File: src/rtl/id_ex_pipe_reg.sv
// ID/EX pipeline register: latches decoded ID fields, detects load-use hazards, injects bubbles.
// Optional bubble counter enabled by defining BUBBLE_COUNT_EN.
module id_ex_pipe_reg #(
  parameter int NB_DATA = 32,
  parameter int NB_REG  = 5,
  parameter int OPBITS  = 3,
  parameter int FBITS   = 6
`ifdef BUBBLE_COUNT_EN
  ,
  parameter int NB_CNT  = 16
`endif
) (
  input  logic               i_clk,
  input  logic               i_reset,
  input  logic               i_stall,
  input  logic               i_flush,
  input  logic               i_valid,
  input  logic [OPBITS-1:0]  i_ALU_op,
  input  logic [FBITS-1:0]   i_funct,
  input  logic [NB_REG-1:0]  i_shamt,
  input  logic [NB_DATA-1:0] i_rs_data,
  input  logic [NB_DATA-1:0] i_rt_data,
  input  logic [NB_DATA-1:0] i_imm,
  input  logic [NB_REG-1:0]  i_rs,
  input  logic [NB_REG-1:0]  i_rt,
  input  logic [NB_REG-1:0]  i_rd,
  input  logic [5:0]         i_ctrl,
  output logic               o_valid,
  output logic [OPBITS-1:0]  o_ALU_op,
  output logic [FBITS-1:0]   o_funct,
  output logic [NB_REG-1:0]  o_shamt,
  output logic [NB_DATA-1:0] o_rs_data,
  output logic [NB_DATA-1:0] o_rt_data,
  output logic [NB_DATA-1:0] o_imm,
  output logic [NB_REG-1:0]  o_rs,
  output logic [NB_REG-1:0]  o_rt,
  output logic [NB_REG-1:0]  o_rd,
  output logic [5:0]         o_ctrl,
  output logic               o_hazard_stall
`ifdef BUBBLE_COUNT_EN
  ,
  output logic [NB_CNT-1:0]  o_bubble_cnt
`endif
);

  typedef enum logic [1:0] {
    ACT_HOLD,
    ACT_LOAD,
    ACT_BUBBLE
  } act_t;

  logic               r_valid;
  logic [OPBITS-1:0]  r_ALU_op;
  logic [FBITS-1:0]   r_funct;
  logic [NB_REG-1:0]  r_shamt;
  logic [NB_DATA-1:0] r_rs_data;
  logic [NB_DATA-1:0] r_rt_data;
  logic [NB_DATA-1:0] r_imm;
  logic [NB_REG-1:0]  r_rs;
  logic [NB_REG-1:0]  r_rt;
  logic [NB_REG-1:0]  r_rd;
  logic [5:0]         r_ctrl;

  logic w_hazard;
  act_t w_act;

  // Load in EX (mem_read & reg_write) whose nonzero rt feeds a source of the ID instruction.
  always_comb begin
    w_hazard = r_valid & r_ctrl[3] & r_ctrl[0] & (r_rt != '0) & i_valid
             & ((r_rt == i_rs) | (r_rt == i_rt));
  end

  always_comb begin
    w_act = ACT_BUBBLE;
    if (i_flush)       w_act = ACT_BUBBLE;
    else if (i_stall)  w_act = ACT_HOLD;
    else if (w_hazard) w_act = ACT_BUBBLE;
    else if (i_valid)  w_act = ACT_LOAD;
    else               w_act = ACT_BUBBLE;
  end

  always_ff @(posedge i_clk) begin
    if (i_reset) begin
      r_valid   <= 1'b0;
      r_ALU_op  <= '0;
      r_funct   <= '0;
      r_shamt   <= '0;
      r_rs_data <= '0;
      r_rt_data <= '0;
      r_imm     <= '0;
      r_rs      <= '0;
      r_rt      <= '0;
      r_rd      <= '0;
      r_ctrl    <= '0;
    end else begin
      case (w_act)
        ACT_LOAD: begin
          r_valid   <= 1'b1;
          r_ALU_op  <= i_ALU_op;
          r_funct   <= i_funct;
          r_shamt   <= i_shamt;
          r_rs_data <= i_rs_data;
          r_rt_data <= i_rt_data;
          r_imm     <= i_imm;
          r_rs      <= i_rs;
          r_rt      <= i_rt;
          r_rd      <= i_rd;
          r_ctrl    <= i_ctrl;
        end
        ACT_BUBBLE: begin
          // Bubble is an add with all control cleared, so it can never write.
          r_valid   <= 1'b0;
          r_ALU_op  <= OPBITS'(1);
          r_funct   <= '0;
          r_shamt   <= '0;
          r_rs_data <= '0;
          r_rt_data <= '0;
          r_imm     <= '0;
          r_rs      <= '0;
          r_rt      <= '0;
          r_rd      <= '0;
          r_ctrl    <= '0;
        end
        default: begin
        end
      endcase
    end
  end

`ifdef BUBBLE_COUNT_EN
  logic [NB_CNT-1:0] r_bubble_cnt;
  logic              w_cnt_inc;

  // Only flush bubbles and hazard bubbles are counted; a stall hides the hazard.
  always_comb begin
    w_cnt_inc = i_flush | (~i_stall & w_hazard);
  end

  always_ff @(posedge i_clk) begin
    if (i_reset) begin
      r_bubble_cnt <= '0;
    end else if (w_cnt_inc && (r_bubble_cnt != '1)) begin
      r_bubble_cnt <= r_bubble_cnt + NB_CNT'(1);
    end
  end

  assign o_bubble_cnt = r_bubble_cnt;
`endif

  assign o_valid        = r_valid;
  assign o_ALU_op       = r_ALU_op;
  assign o_funct        = r_funct;
  assign o_shamt        = r_shamt;
  assign o_rs_data      = r_rs_data;
  assign o_rt_data      = r_rt_data;
  assign o_imm          = r_imm;
  assign o_rs           = r_rs;
  assign o_rt           = r_rt;
  assign o_rd           = r_rd;
  assign o_ctrl         = r_ctrl;
  assign o_hazard_stall = w_hazard;

endmodule

File: config.mk
export PLATFORM = sky130hd
export DESIGN_NAME = id_ex_pipe_reg
export DESIGN_NICKNAME = d
export VERILOG_FILES = /design/src/rtl/id_ex_pipe_reg.sv
export SDC_FILE = /design/constraint.sdc
export NUM_CORES = 1
export LEC_CHECK = 0
export BUFFER_PORTS_ARGS = -buffer_cell sky130_fd_sc_hd__buf_2
export CAP_MARGIN = 20
export CORE_ASPECT_RATIO = 0.6
export CORE_MARGIN = 5
export CORE_UTILIZATION = 50
export DETAILED_ROUTE_END_ITERATION = 8
export PLACE_DENSITY = 0.83
export SYNTH_ARGS = -nofsm -noshare
export SYNTH_HDL_FRONTEND = slang
export SYNTH_SLANG_ARGS = --single-unit
File: constraint.sdc
create_clock -name i_clk -period 5 [get_ports i_clk]
set_clock_uncertainty 0.15 [all_clocks]
set_input_delay 1.5 -clock i_clk [delete_from_list [all_inputs] [get_ports i_clk]]
set_output_delay 1.5 -clock i_clk [all_outputs]
set_load 0.02 [all_outputs]
==> results.py, run 1 <==
metrics = {
    "floorplanning": {
        "die_area_mm2": 0.0149,
        "num_io_pins": 269,
        "start_util_pct": 51.5,
        "rows": 31,
        "die_w_um": 154,
        "core_mm2": 0.0121,
        "chipHeight_um": 96.6,
    },
    "global_routing": {
        "track_usage_pct": 23.7,
        "grt_pass1_wl_mm": 29.6,
        "first_global_vias": 5885,
        "grt_max_degree": 93,
        "antenna_found_initial": 0,
        "grt_overflow": 0,
    },
    "final_layout": {
        "final_common_cell": "buf_2",
        "multiInputGateArea_mm2": 0.00332,
        "most-common-layout-cells": "buf_2, dfxtp_1, nor3b_1, a22o_1, a21o_1",
        "antenna_cells": 0,
        "syn2layout_area_growth_pct": 31.8,
        "seqCellArea_mm2": 0.00264,
        "nets": 984,
        "utilization_pct": 67.9,
        "fillers": 937,
        "drive_gt1_share_pct": 36.1,
    },
    "setup_path": {
        "crit_family": "simple AND/OR/NAND/NOR gates",
        "path_class": "in -> out",
        "path_buf_inv": 2,
        "path_max_fanout": 2,
        "critPathMaxStageDelay_ps": 260,
        "crit_arrival_ps": 2630,
        "end_kind": "output pin",
        "worst-endpoint-required_ps": 3350,
        "start_kind": "input port",
        "path_cells": "buf_2 > xor2_1 > nor3_1 > a22oi_2 > nor2_1 > buf_2",
        "cp_common_cell": "buf_2",
        "cp_slowest_cell": "nor3_1",
    },
    "power_and_ir_drop": {
        "swShare_pct": 24.0,
        "p_int_uw": 2130,
        "pwr-share-clk_pct": 48.8,
        "p_leak_uw": 0.00472,
        "pwr-share-seq_pct": 40.0,
        "ir_worst_vdd_mv": 0.284,
        "combPwrFrac_pct": 11.3,
        "powerDensity_mw_per_mm2": 340,
        "switchingPower_uw": 674,
    },
    "clock_tree": {
        "post_cts_resized": 0,
        "clock_sinks": 132,
        "holdBufCountCts": 0,
        "cts_setup_buffers": 0,
        "cts-root-buf": "clkbuf_16",
        "cts-htree-levels": 4,
        "clk_pin_slew_ps": 60,
        "clockBufferDepth": 2,
        "cts_buffers": 17,
        "clk_latency_ps": 410,
        "cts_tree": "built",
    },
    "synth": {
        "yosysSeqAreaShare_pct": 42.3,
        "synth_warnings": 0,
        "syn_nets": 761,
        "synth_seq_cells": 132,
        "synth_cells": 625,
        "avgSynthCellArea_um2": 10.0,
        "synth_area_mm2": 0.00625,
        "ys_types": 23,
    },
    "detailed_routing": {
        "viasPerCell": 5.78,
        "vias": 5928,
        "final_antenna_net_count": 0,
        "drtIter0Drc": 404,
        "drtPass1Iterations": 5,
        "drc": 0,
        "wl_per_cell_um": 18.3,
        "wirelength_mm": 18.8,
    },
    "timing": {
        "hold_viol": 0,
        "fin_tns_setup_ps": 0,
        "tightest_slew_ps": 1110,
        "period_share_pct": 85.6,
        "final_max_slew_viol_count": 0,
        "rsz0062_at_grt": "false",
        "setup_viol": 0,
        "post-route-min-period_ps": 4280,
        "fmax_mhz": 234,
        "relSlewSlack_pct": 25.9,
    },
    "run": {
        "max_cap_violations": 0,
    },
    "placement": {
        "post-dp-hpwl_mm": 12.6,
        "port_buffers": 268,
        "gp_congestion": 0.866,
    },
    "outcome": {
        "status": "finished, final reports clean",
    },
    "hold_path": {
        "min_path_type": "reg -> reg",
    },
}
[synthesized netlist by cell type]
library cell,count,area (um2)
a21o_1,130,976
a21oi_1,2,10.0
a22o_1,130,1140
a22oi_2,1,12.5
and4_1,1,8.76
buf_1,3,11.3
buf_2,11,55.1
buf_4,2,15.0
clkbuf_1,56,210
dfxtp_1,132,2640
inv_1,1,3.75
nand2_1,1,3.75
nand2b_1,2,12.5
nor2_1,3,11.3
nor2b_1,2,12.5
nor3_1,2,10.0
nor3b_1,130,976
o21a_1,1,7.51
o21ai_0,2,10.0
o21ai_4,1,16.3
or3b_1,1,8.76
or4_4,1,11.3
xor2_1,10,87.6
[layer usage]
metal	up-vias	share of wire, %	track usage (%)
li1	2822	-	-
met1	2851	42	29.7
met2	219	49	38.5
met3	36	7.0	7.18
met4	0	2.5	8.68
met5	-	0	0
[layout make-up]
| cell class | instances | area share [%] |
|---|---|---|
| tap | 165 | 2.50 |
| sequential | 132 | 32.1 |
| clock buffer | 20 | 5.42 |
| inverter | 1 | 0.0455 |
| timing repair buffer | 276 | 17.2 |
| clock inverter | 12 | 2.46 |
| multi-input combinational | 420 | 40.3 |
[power groups by stage]
| stage | Combinational [uW] | Sequential, uW | Clock, uW |
|---|---|---|---|
| after floorplan | 138 | 1190 | 0 |
| after global placement | 307 | 1140 | 0 |
| after detailed placement | 314 | 1140 | 0 |
| after CTS | 316 | 1120 | 1390 |
| after global routing | 338 | 1120 | 1440 |
| final | 316 | 1120 | 1370 |
[metrics by stage]
step / setup WS, ps / total power, uW / instances / hold WS, ps / cell area [um2]
2_1_floorplan: 828 / 1330 / 625 / 498 / 6250
3_3_place_gp: 801 / 1450 / 994 / 378 / 7590
3_5_place_dp: 755 / 1460 / 994 / 383 / 7590
4_1_cts: 749 / 2820 / 1026 / 403 / 8240
5_1_grt: 717 / 2900 / 1026 / 421 / 8240
6_report: 721 / 2800 / 1026 / 403 / 8240
[sequential cells by signal, indices dropped and copies added, names as in the netlist]
signal	flops
o_shamt	5
o_valid	1
o_rt	5
o_rs_data	32
o_imm	32
o_funct	6
o_rd	5
o_rs	5
o_ALU_op	3
o_rt_data	32
o_ctrl	6
[worst min-delay path, cell delays in order, from the launching register on]
cell,delay [ps]
dfxtp_1,320
a22o_1,130
a21o_1,70
[final timing paths]
check / cells after the start / start / end / slack [ps]
max: 6 / i_rs[2] / o_hazard_stall / 720
min: 2 / o_funct[3]$_SDFFE_PP0P_ / o_funct[3]$_SDFFE_PP0P_ / 400
max reg2reg: 6 / o_rt[0]$_SDFFE_PP0P_ / o_rt_data[30]$_SDFFE_PP0P_ / 2110
min reg2reg: 2 / o_funct[3]$_SDFFE_PP0P_ / o_funct[3]$_SDFFE_PP0P_ / 400
[kinds of logic (layout without fill, tap and decap cells)]
group	after synthesis	count (layout)	synth area share [%]
DFF	132	132	42.3
AOI/OAI and AO/OA	267	267	34.7
xor gates and xnor gates	10	10	1.40
buffers and inverters	73	309	4.72
and+or+nand+nor	143	143	16.9
Power figures use the tool's default switching activity.
==> run 2, diff against run 1 <==
--- a/config.mk
+++ b/config.mk
@@ -5,13 +5,14 @@
 export SDC_FILE = /design/constraint.sdc
 export NUM_CORES = 1
 export LEC_CHECK = 0
+export ABC_AREA = 1
 export BUFFER_PORTS_ARGS = -buffer_cell sky130_fd_sc_hd__buf_2
 export CAP_MARGIN = 20
 export CORE_ASPECT_RATIO = 0.6
 export CORE_MARGIN = 5
-export CORE_UTILIZATION = 50
+export CORE_UTILIZATION = 48
 export DETAILED_ROUTE_END_ITERATION = 8
-export PLACE_DENSITY = 0.83
+export PLACE_DENSITY = 0.85
 export SYNTH_ARGS = -nofsm -noshare
 export SYNTH_HDL_FRONTEND = slang
 export SYNTH_SLANG_ARGS = --single-unit
==> results.py, run 2 <==
metrics = {
    "synth": {
        "synth-async-reset-ratio_pct": 0,
        "avgSynthCellArea_um2": 7.79,
        "yosys.area.top_type_share_pct": 52.9,
        "yosysTopAreaCell": "dfxtp_1",
        "ys_types": 15,
        "synth.most_common_cell": "nand2_1",
        "yosys-top-cells-count": "nand2_1, nand3_1, dfxtp_1",
        "yosysSeqAreaShare_pct": 52.9,
        "synth_cells": 641,
        "synth_warnings": 0,
        "synth_edf_count": 0,
        "synth_area_mm2": 0.00500,
        "synthTopCellsByArea": "dfxtp_1, nand3_1, a21oi_1",
        "synthFlopType": "dfxtp_1",
        "syn_nets": 777,
        "synth_seq_cells": 132,
    },
    "timing": {
        "post-route-min-period_ps": 3980,
        "rsz0062_at_grt": "false",
        "setup_viol": 0,
        "hold_viol": 0,
        "period_share_pct": 79.7,
        "fmax_mhz": 251,
        "final_max_slew_viol_count": 0,
        "relSlewSlack_pct": 44.1,
        "fin_tns_setup_ps": 0,
        "tightest_slew_ps": 837,
    },
    "clock_tree": {
        "cts_setup_buffers": 0,
        "clockBufferDepth": 2,
        "clk_latency_ps": 400,
        "cts-root-buf": "clkbuf_16",
        "clock_sinks": 132,
        "cts_tree": "built",
        "clk_pin_slew_ps": 50,
        "post_cts_resized": 0,
        "cts-htree-levels": 4,
        "holdBufCountCts": 0,
        "cts_buffers": 17,
    },
    "setup_path": {
        "critPathMaxStageDelay_ps": 160,
        "end_kind": "output pin",
        "worst-endpoint-required_ps": 3350,
        "setup.worst_path.start": "i_rs[1]",
        "cp_common_cell": "nand2_1",
        "start_kind": "input port",
        "crit_family": "simple AND/OR/NAND/NOR gates",
        "crit_arrival_ps": 2330,
        "r2r_start": "o_rt[0]$_SDFFE_PP0P_",
        "path_cells": "buf_2 > inv_1 > nand2_1 > nand2_1 > nor2_1 > nand3_1 > nand2_1 > nand2_4 > inv_1 > buf_2",
        "path_max_fanout": 3,
        "cp_slowest_cell": "buf_2",
        "path_buf_inv": 4,
        "reg2reg_to": "o_ALU_op[0]$_SDFFE_PP0P_",
        "ff2ff_setup_slack_ps": 2260,
        "path_class": "in -> out",
        "r2r_cells": 11,
    },
    "detailed_routing": {
        "drtPass1Iterations": 5,
        "final_antenna_net_count": 0,
        "vias": 5219,
        "drtIter0Drc": 315,
        "met2_length_mm": 7.37,
        "drc": 0,
        "top_layer": "met4",
        "wl_met3_mm": 1.53,
        "m1WireLength_mm": 6.23,
        "wirelength_mm": 15.3,
        "viasPerCell": 5.08,
        "wl_per_cell_um": 14.9,
    },
    "floorplanning": {
        "rows": 28,
        "die_w_um": 142,
        "num_io_pins": 269,
        "chipHeight_um": 89.0,
        "start_util_pct": 49.9,
        "core_mm2": 0.0100,
        "die_area_mm2": 0.0126,
    },
    "hold_path": {
        "min_to": "o_rt_data[19]$_SDFFE_PP0P_",
        "hold_depth": 2,
        "min_from": "o_rt_data[19]$_SDFFE_PP0P_",
        "min_path_type": "reg -> reg",
    },
    "final_layout": {
        "most-common-layout-cells": "buf_2, nand2_1, nand3_1, dfxtp_1, a21oi_1",
        "utilization_pct": 68.8,
        "fillers": 862,
        "antenna_cells": 0,
        "nets": 1015,
        "syn2layout_area_growth_pct": 37.9,
        "final_common_cell": "buf_2",
        "multiInputGateArea_mm2": 0.00201,
        "drive_gt1_share_pct": 34.9,
        "design_area_mm2": 0.00689,
        "seqCellArea_mm2": 0.00264,
    },
    "global_routing": {
        "grt_max_degree": 81,
        "first_global_vias": 4707,
        "grt_pass1_wl_mm": 23.4,
        "antenna_found_initial": 0,
        "grt_overflow": 0,
        "track_usage_pct": 23.0,
    },
    "placement": {
        "gp_congestion": 0.853,
        "post-dp-hpwl_mm": 10.6,
        "placed_area_mm2": 0.00631,
        "port_buffers": 268,
    },
    "power_and_ir_drop": {
        "power_uw": 2460,
        "powerDensity_mw_per_mm2": 358,
        "p_leak_uw": 0.00315,
        "ir_worst_vdd_mv": 0.247,
    },
    "run": {
        "max_cap_violations": 0,
    },
    "outcome": {
        "status": "finished, final reports clean",
    },
}
[run 2: layout make-up]
cell class / count / area share (%)
Clock inverter: 13 / 1.83
Sequential cell: 132 / 38.3
Clock buffer: 19 / 6.57
Inverter: 16 / 0.871
Multi-Input combinational cell: 436 / 29.2
Timing Repair Buffer: 276 / 20.7
Tap cell: 135 / 2.45
[run 2: per-layer routing]
| metal | track usage, % | vias up |
|---|---|---|
| met5 | 0 | - |
| met4 | 7.14 | 0 |
| met3 | 8.93 | 16 |
| met2 | 37.7 | 207 |
| met1 | 28.4 | 2375 |
| li1 | - | 2621 |
[run 2: how the worst max path moves through the flow]
stage,end,cells after the start
after detailed placement,o_hazard_stall,10
after CTS,o_hazard_stall,10
after floorplan,o_hazard_stall,9
after global placement,o_hazard_stall,10
final,o_hazard_stall,10
after global routing,o_hazard_stall,10
[run 2: worst min-delay path: stages, from the launching register on]
cell and delay (ps):
dfxtp_1 300, nand2_1 60, a21oi_1 50
[run 2: power by group]
group          total [uW]  switching (uW)  internal, uW
Combinational         200             120          79.4
Sequential           1090            11.5          1070
Clock                1180             463           716
[run 2: per-stage QoR]
step	std cells	worst slack, ps	hold WS [ps]
after floorplan	641	1120	391
after global placement	995	1020	299
after detailed placement	995	1020	302
after CTS	1027	1010	311
after global routing	1027	895	326
final	1027	1020	309
[run 2: kinds of logic (layout without fill, tap and decap cells)]
kind of cell | Yosys count | count (layout) | share of synthesized area (%)
AO/OA/AOI/OAI | 133 | 133 | 13.4
AND/OR/NAND/NOR | 301 | 301 | 26.1
flip-flops | 132 | 132 | 52.9
XOR/XNOR | 2 | 2 | 0.351
buffers and inverters | 73 | 324 | 7.24
==> run 3, diff against run 2 <==
--- a/config.mk
+++ b/config.mk
@@ -5,14 +5,14 @@
 export SDC_FILE = /design/constraint.sdc
 export NUM_CORES = 1
 export LEC_CHECK = 0
-export ABC_AREA = 1
+export ABC_AREA = 0
 export BUFFER_PORTS_ARGS = -buffer_cell sky130_fd_sc_hd__buf_2
 export CAP_MARGIN = 20
 export CORE_ASPECT_RATIO = 0.6
 export CORE_MARGIN = 5
-export CORE_UTILIZATION = 48
+export CORE_UTILIZATION = 43
 export DETAILED_ROUTE_END_ITERATION = 8
-export PLACE_DENSITY = 0.85
+export PLACE_DENSITY = 0.76
 export SYNTH_ARGS = -nofsm -noshare
 export SYNTH_HDL_FRONTEND = slang
 export SYNTH_SLANG_ARGS = --single-unit
==> constraint.sdc (replaced) <==
create_clock -name i_clk -period 3.6 [get_ports i_clk]
set_clock_uncertainty 0.15 [all_clocks]
set_input_delay 1.08 -clock i_clk [delete_from_list [all_inputs] [get_ports i_clk]]
set_output_delay 1.08 -clock i_clk [all_outputs]
set_load 0.02 [all_outputs]
==> results.py, run 3 (synthesized netlist as in run 1, its figures left out) <==
metrics = {
    "outcome": {
        "status": "finished, final reports clean",
    },
    "setup_path": {
        "setup.worst_path.start": "i_rs[2]",
        "reg2reg_to": "o_rt_data[8]$_SDFFE_PP0P_",
        "path_class": "in -> out",
        "path_max_fanout": 2,
        "ff2ff_setup_slack_ps": 1450,
        "r2r_cells": 5,
        "path_buf_inv": 2,
        "cp_common_cell": "buf_2",
        "crit_arrival_ps": 2050,
        "critPathMaxStageDelay_ps": 230,
        "start_kind": "input port",
        "end_kind": "output pin",
        "worst-endpoint-required_ps": 2370,
        "crit_family": "simple AND/OR/NAND/NOR gates",
        "cp_slowest_cell": "nor3_1",
        "r2r_start": "o_rt[0]$_SDFFE_PP0P_",
        "path_cells": "buf_2 > xor2_1 > nor3_1 > a22oi_2 > nor2_1 > buf_2",
    },
    "placement": {
        "gp_congestion": 0.793,
        "port_buffers": 268,
        "place_ws_ps": 316,
        "post-dp-hpwl_mm": 12.1,
    },
    "clock_tree": {
        "holdBufCountCts": 0,
        "clock_sinks": 132,
        "cts-htree-levels": 4,
        "clk_pin_slew_ps": 60,
        "cts_setup_buffers": 0,
        "cts_tree": "built",
        "clockBufferDepth": 2,
        "cts-root-buf": "clkbuf_16",
        "clk_latency_ps": 400,
        "post_cts_resized": 0,
        "cts_buffers": 17,
    },
    "detailed_routing": {
        "drc": 0,
        "final_antenna_net_count": 0,
        "drtPass1Iterations": 4,
        "wl_per_cell_um": 17.7,
        "drtIter0Drc": 430,
        "vias": 5840,
        "viasPerCell": 5.50,
        "wirelength_mm": 18.7,
    },
    "floorplanning": {
        "core_mm2": 0.0144,
        "die_w_um": 166,
        "start_util_pct": 43.5,
        "die_area_mm2": 0.0171,
        "rows": 34,
        "num_io_pins": 269,
        "chipHeight_um": 103,
    },
    "timing": {
        "tightest_slew_ps": 669,
        "fin_tns_setup_ps": 0,
        "post-route-min-period_ps": 3280,
        "rsz0062_at_grt": "false",
        "finalWorstSetupSlack_ps": 324,
        "hold_viol": 0,
        "relSlewSlack_pct": 55.4,
        "setup_viol": 0,
        "period_share_pct": 91.0,
        "hold_slack_ps": 400,
        "fmax_mhz": 305,
        "final_max_slew_viol_count": 0,
    },
    "hold_path": {
        "min_from": "o_rt_data[1]$_SDFFE_PP0P_",
        "min_path_type": "reg -> reg",
        "min_to": "o_rt_data[1]$_SDFFE_PP0P_",
        "hold_depth": 2,
    },
    "global_routing": {
        "grt_overflow": 0,
        "grt_max_degree": 133,
        "track_usage_pct": 20.3,
        "grt_pass1_wl_mm": 28.8,
        "antenna_found_initial": 0,
        "first_global_vias": 5434,
    },
    "final_layout": {
        "nets": 987,
        "antenna_cells": 0,
        "drive_gt1_share_pct": 36.3,
        "syn2layout_area_growth_pct": 33.9,
        "most-common-layout-cells": "buf_2, dfxtp_1, nor3b_1, a22o_1, a21o_1",
        "utilization_pct": 58.2,
        "fillers": 1263,
        "final_common_cell": "buf_2",
    },
    "power_and_ir_drop": {
        "power_uw": 3950,
        "p_leak_uw": 0.00477,
        "ir_worst_vdd_mv": 0.287,
        "powerDensity_mw_per_mm2": 472,
    },
    "run": {
        "max_cap_violations": 0,
    },
}
-- run 3: cell count changes in the layout (fill, tap and decap cells not counted), moves of 5 or more --
| cell | previous run | this run |
|---|---|---|
| nand2_1 | 154 | 1 |
| nand3_1 | 133 | 0 |
| a21o_1 | 0 | 130 |
| a22o_1 | 0 | 130 |
| nor3b_1 | 0 | 130 |
| a21oi_1 | 131 | 2 |
| inv_1 | 16 | 1 |
| xor2_1 | 0 | 10 |
| nor2_1 | 9 | 3 |
| bufinv_16 | 1 | 6 |
-- run 3: layer usage --
layer | wire, um | track usage (%) | vias up
li1 | - | - | 2820
met1 | 9050 | 28.1 | 2837
met2 | 8230 | 30.8 | 165
met3 | 1180 | 6.08 | 18
met4 | 263 | 6.27 | 0
met5 | 0 | 0 | -
-- run 3: area by class of cell --
class	count	area (um2)	share of cell area [%]
Clock buffer	19	433	5.17
Clock inverter	12	230	2.75
Inverter	1	3.75	0.0448
Multi-Input combinational cell	420	3320	39.7
Sequential cell	132	2640	31.6
Tap cell	198	248	2.96
Timing Repair Buffer	279	1490	17.8
-- run 3: worst min-delay path, delay by kind of cell (launching register included) --
family             cells  cell delay (ps)
DFF                    1              320
AOI/OAI and AO/OA      2              200
-- run 3: metrics by stage --
stage / cells / cell area, um2
3_5_place_dp: 1030 / 7710
4_1_cts: 1061 / 8370
2_1_floorplan: 625 / 6250
5_1_grt: 1061 / 8370
6_report: 1061 / 8370
3_3_place_gp: 1030 / 7710
-- run 3: worst max path at each step --
stage                                 to  slack, ps  cells past startpoint
after floorplan           o_hazard_stall        270                      5
after global placement    o_hazard_stall        310                      6
after detailed placement  o_hazard_stall        320                      6
after CTS                 o_hazard_stall        310                      6
after global routing      o_hazard_stall        190                      6
final                     o_hazard_stall        320                      6
-- run 3: power by group --
part	switching, uW	internal [uW]	total (uW)	leakage, uW
clock network	649	1300	1950	0.000313
registers	32.9	1520	1550	0.00108
logic	251	195	446	0.00338
total	933	3020	3950	0.00477
